[src/rtl/sr_flag_arbiter.sv]
// Round-robin serialiser of set/clear requests onto a shared SR flag bank.
// Each write is followed by a read-back check of the bank output.
module sr_flag_arbiter #(
  parameter int NREQ  = 4,
  parameter int NFLAG = 8,
  parameter int IDXW  = $clog2(NFLAG)
) (
  input  logic                 clk,
  input  logic                 rstn,
  input  logic [NREQ-1:0]      req,
  input  logic [NREQ-1:0]      op_set,
  input  logic [NREQ*IDXW-1:0] idx,
  input  logic                 clr_all,
  input  logic [NFLAG-1:0]     q_in,
  output logic [NREQ-1:0]      gnt,
  output logic [NFLAG-1:0]     s_out,
  output logic [NFLAG-1:0]     r_out,
  output logic                 busy,
  output logic                 chk_err
);

  localparam int PW = (NREQ > 1) ? $clog2(NREQ) : 1;
  localparam logic [NREQ-1:0]  ONE_REQ  = NREQ'(1);
  localparam logic [NFLAG-1:0] ONE_FLAG = NFLAG'(1);

  typedef enum logic [1:0] {
    ST_IDLE,
    ST_DRIVE,
    ST_BULK,
    ST_CHECK
  } state_t;

  state_t          r_state;
  logic [PW-1:0]   r_ptr;
  logic            r_op;
  logic [IDXW-1:0] r_idx;
  logic            r_bulk;

  logic [2*NREQ-1:0] w_rot;
  logic              w_any;
  logic [PW-1:0]     w_win;
  logic              w_sel_op;
  logic [IDXW-1:0]   w_sel_idx;
  logic              w_sel_oor;
  logic [NFLAG-1:0]  w_sel_mask;
  logic [NFLAG-1:0]  w_chk_mask;
  logic              w_chk_bad;

  // Rotate the request vector so the search always begins at bit 0 = r_ptr.
  always_comb begin
    w_rot = {req, req} >> r_ptr;
    w_any = 1'b0;
    w_win = '0;
    for (int unsigned i = 0; i < NREQ; i++) begin
      if (!w_any && w_rot[i]) begin
        w_any = 1'b1;
        w_win = PW'((32'(r_ptr) + i) % NREQ);
      end
    end

    w_sel_op  = 1'b0;
    w_sel_idx = '0;
    for (int unsigned k = 0; k < NREQ; k++) begin
      if (32'(w_win) == k) begin
        w_sel_op  = op_set[k];
        w_sel_idx = idx[k*IDXW +: IDXW];
      end
    end
    w_sel_oor  = !(32'(w_sel_idx) < NFLAG);
    w_sel_mask = w_sel_oor ? '0 : (ONE_FLAG << w_sel_idx);

    w_chk_mask = ONE_FLAG << r_idx;
    if (r_bulk) begin
      w_chk_bad = |q_in;
    end else if (!(32'(r_idx) < NFLAG)) begin
      w_chk_bad = 1'b1;
    end else begin
      w_chk_bad = ((|(q_in & w_chk_mask)) != r_op);
    end
  end

  always_ff @(posedge clk or negedge rstn) begin
    if (!rstn) begin
      r_state <= ST_IDLE;
      r_ptr   <= '0;
      r_op    <= 1'b0;
      r_idx   <= '0;
      r_bulk  <= 1'b0;
      gnt     <= '0;
      s_out   <= '0;
      r_out   <= '0;
      busy    <= 1'b0;
      chk_err <= 1'b0;
    end else begin
      gnt     <= '0;
      s_out   <= '0;
      r_out   <= '0;
      chk_err <= 1'b0;
      case (r_state)
        ST_IDLE: begin
          if (clr_all) begin
            r_state <= ST_BULK;
            r_bulk  <= 1'b1;
            r_out   <= '1;
            busy    <= 1'b1;
          end else if (w_any) begin
            // Pulses are launched on entry so DRIVE outputs come straight from flops.
            r_state <= ST_DRIVE;
            r_bulk  <= 1'b0;
            r_op    <= w_sel_op;
            r_idx   <= w_sel_idx;
            gnt     <= ONE_REQ << w_win;
            s_out   <= w_sel_op ? w_sel_mask : '0;
            r_out   <= w_sel_op ? '0 : w_sel_mask;
            r_ptr   <= PW'((32'(w_win) + 1) % NREQ);
            busy    <= 1'b1;
          end
        end
        ST_DRIVE, ST_BULK: begin
          r_state <= ST_CHECK;
        end
        ST_CHECK: begin
          r_state <= ST_IDLE;
          busy    <= 1'b0;
          chk_err <= w_chk_bad;
        end
        default: begin
          r_state <= ST_IDLE;
          busy    <= 1'b0;
        end
      endcase
    end
  end

endmodule
[config.mk]
export PLATFORM = sky130hd
export DESIGN_NAME = sr_flag_arbiter
export DESIGN_NICKNAME = d
export VERILOG_FILES = /design/src/rtl/sr_flag_arbiter.sv
export SDC_FILE = /design/constraint.sdc
export NUM_CORES = 1
export LEC_CHECK = 0
export CAP_MARGIN = 20
export CORE_MARGIN = 10
export CORE_UTILIZATION = 41
export CTS_CLUSTER_DIAMETER = 30
export DETAILED_ROUTE_END_ITERATION = 8
export GPL_TIMING_DRIVEN = 0
export PLACE_DENSITY = 0.7
export SLEW_MARGIN = 20
export SYNTH_ARGS = -nofsm -noshare
export SYNTH_HDL_FRONTEND = slang
export SYNTH_SLANG_ARGS = --single-unit
[constraint.sdc]
create_clock -name clk -period 6.2 [get_ports clk]
set_clock_uncertainty 0.15 [all_clocks]
set_input_delay 1.24 -clock clk [delete_from_list [all_inputs] [get_ports clk]]
set_output_delay 1.24 -clock clk [all_outputs]
set_load 0.01 [all_outputs]
==> results summary <==
The number of cell instances on the worst register-to-register path came out at 10. The share of the cycle needed by the critical path after routing came out at a little over three fifths. The type of the setup path with the least slack is primary input to register. The mean area per synthesized cell came out at 11.25 sq um. The clock net sink count is 31. Along the worst hold path, the cell count comes to 2. The detail route stage leaves a number of antenna-violating nets equal to 0. The number of global-route vias before repair was 1379.

The area of the core came out at 3716 sq um. Setup repair after global routing left no endpoint under its margin. In this run, synthesis produced a sequential element count of 31. The placed cell area came out at 2185 sq um. CTS built an H-tree with a depth of 2. At the pin with the least slew margin, the transition time is around 710 ps. The post-cts hold buffer count came out at 0. The area growth from synthesis to layout is 43.08%.

The final wirelength came out at 3.917 mm. The worst path arrival time is 3910 ps. The largest net degree at the start of global routing is 32. The wire-length estimate of the detail-placed layout is approximately 3.2 mm. The power density of the placed cells is between 400 and 500 nW/um^2. In the synthesized netlist the dominant register cell turns out to be dfrtp_1. The hold violation total from the final report is 0. Yosys attributes the largest share of cell area to dfrtp_1 (48%), ha_1 (4.7%), mux4_1 (3.3%). The pre-CTS setup slack came out at 2077 ps. The number of diodes added for antenna fixing came out at 0. The final standard cell utilization of the core is 61.95%. The final sum of negative setup slack is 0 ps. After routing the design area is 2302 sq um. The count of standard-cell rows is 22. The x dimension of the die is 82.65 microns. The sequential fraction of the synthesis area came out at 48.21%. The class of the worst hold path is register to register.

The number of pins exceeding their max-slew limit in the final report came to 0. The area share of the largest cell type after synthesis came out at 48.21%. The Yosys step of the flow raised 0 warnings. Of the cells placed in the final design, the portion with a size suffix greater than 1 is roughly an eighth. The synthesized net count is between 150 and 200.

The fraction of registers with async set or reset after synthesis came out at 100.0%. The worst setup path is launched from a primary input. The endpoint kind of the worst setup timing path is a register. The global-route wire length before repair came out at 6.417 mm. The count of max-cap constraint violations came out at 0. The number of gates resized after cts is 0.

The total number of nets in the final design came out at 239. Counting tap cells, the placed design contains a total of roughly 240 instances. The die area is slightly below 7000 sq um. The count of filler cells inserted in the layout is ~320. The number of standard cells in the final layout excluding fillers is roughly 250. The distinct cell type count after synthesis came out at 42. The DRC violation total after the first TritonRoute iteration came out at 52. The global router's overall resource usage is 11.90%. The die outline height came out at 82.65 microns. Yosys instantiated no cell more often than dfrtp_1. In the post-route analysis, the smallest setup slack over all paths is 2287 ps. The count of final setup violators is 0. The required time at the endpoint of the critical path came out at 6200 ps. The aggregate global routing overflow is 0. The first-pass iteration count of the detailed router is 4. The initial cell density of the core came out at 43.30%. The commonest cells after synthesis are dfrtp_1 (31), a21oi_1 (10), inv_1 (9), nand2_1 (7). The number of clock buffers inserted by TritonCTS came out at 5. The number of vias after detailed routing came out at 1333. After detailed routing, the number of vias per cell comes to 5.311. The tightest slew margin relative to the limit is roughly 52%. The final critical-path required period came out at 3913 ps.

The CTS tree is done. The cell type contributing the most total cell area after synthesis is dfrtp_1. The count of buffers inserted at the top-level ports is 52. The cell area after synthesis came out at 1609 sq um. The clock latency of the later-clocked register in the worst-skew pair came out at about 270 ps.

The static leakage is 0.0009986 uW. The count of buffers added by post-CTS timing repair for setup came out at 0. The maximum operating frequency is 0.2555 GHz. The number of antenna violations at the first check in global routing came out at 0. The remaining design rule violation count came out at 0.

IR analysis of the VDD net gives a maximum drop of 0.2159 mV. The routed wire length per instance is 15.61 microns. Along the worst path, the maximum fanout reaches 10.

The top-level I/O count came out at between 50 and 60. The clock tree root buffer cell is clkbuf_8. The global placer's final weighted congestion is between 0.8 and 0.9. Counting flops with a built-in enable in the synthesized netlist gives 0. After technology mapping, the gate count stands at roughly 140.

The flow ran to the end, and the final reports show no timing, DRC or antenna violations. The number of buffers on the longest clock path came out at 2. The clock slew at the register clock pins of the worst setup and hold paths is 60 ps.
[power by group]
| group | internal, uW | switching, uW | total (uW) |
|---|---|---|---|
| Sequential | 262 | 35.6 | 298 |
| Clock | 130 | 69.8 | 200 |
| Combinational | 226 | 259 | 485 |
| Total | 619 | 364 | 983 |
[state kept, by name, summed over array words and instances (netlist names)]
register and flops:
r_op 1, r_out 8, gnt 4, r_idx 3, chk_err 1, r_state 2, r_bulk 1, busy 1
r_ptr 2, s_out 8
[cell usage in the layout, fill, tap and decap left out, types with 3 or more instances in the layout]
cell             instances
clkdlybuf4s50_1         51
dfrtp_1                 31
a21oi_1                 10
inv_1                    9
nand2_1                  7
nor4_1                   6
and2_1                   6
ha_1                     6
clkbuf_8                 6
o21ai_0                  5
nor3_1                   5
nand3b_1                 4
nor2_1                   4
o31ai_1                  4
o41ai_1                  4
o21a_1                   3
buf_6                    3
a221oi_2                 3
mux2_2                   3
[logic make-up after synthesis]
| kind of cell | count (synthesis) | share of synthesized area (%) |
|---|---|---|
| AOI/OAI and AO/OA | 44 | 21.15 |
| xor gates and xnor gates | 1 | 0.5444 |
| adders and majority gates | 6 | 4.666 |
| buffers and inverters | 15 | 5.053 |
| DFF | 31 | 48.21 |
| muxes | 7 | 6.610 |
| and+or+nand+nor | 39 | 13.76 |
[metrics by stage]
stage / power (uW) / hold slack [ps]
after CTS: 988.0 / 383.4
after global routing: 1058 / 430.7
after global placement: 769.6 / 357.5
after detailed placement: 786.7 / 366.6
final: 982.8 / 377.9
after floorplan: 625.2 / 317.3
[path summary, 6_finish.rpt]
| path | from | slack (ps) | to |
|---|---|---|---|
| max | req[0] | 2290 | r_out[3]$_DFF_PN0_ |
| min | r_bulk$_DFFE_PN0P_ | 380 | r_bulk$_DFFE_PN0P_ |
| max reg2reg | r_ptr[0]$_DFFE_PN0P_ | 3470 | r_out[3]$_DFF_PN0_ |
| min reg2reg | r_bulk$_DFFE_PN0P_ | 380 | r_bulk$_DFFE_PN0P_ |
| max in group asynchronous | rstn | 4620 | gnt[2]$_DFF_PN0_ |
| min in group asynchronous | rstn | 850 | s_out[5]$_DFF_PN0_ |
[cell type report]
cell class,count,area [sq um],area share (%)
Timing Repair Buffer,52,515.5,22.39
Buffer,6,47.55,2.065
Clock buffer,6,82.58,3.587
Multi-Input combinational cell,97,752.0,32.66
Sequential cell,31,775.7,33.70
Inverter,9,33.78,1.467
Clock inverter,2,35.03,1.522
Tap cell,48,60.06,2.609
[critical path, cell delays in order]
cell,delay [ps]
clkdlybuf4s50_1,530
nor4_1,540
nor2_1,160
ha_1,240
buf_6,140
nand3b_1,160
a221oi_2,280
a21oi_1,210
o41ai_1,400
[metal layers]
| layer | up-vias | wire [microns] | GRT usage (%) |
|---|---|---|---|
| li1 | 656 | - | - |
| met1 | 641 | 1552 | 12.36 |
| met2 | 34 | 2075 | 22.99 |
| met3 | 2 | 277 | 3.348 |
| met4 | 0 | 11 | 2.508 |
| met5 | - | 0 | 0 |
(Power assumes the default switching activity.)
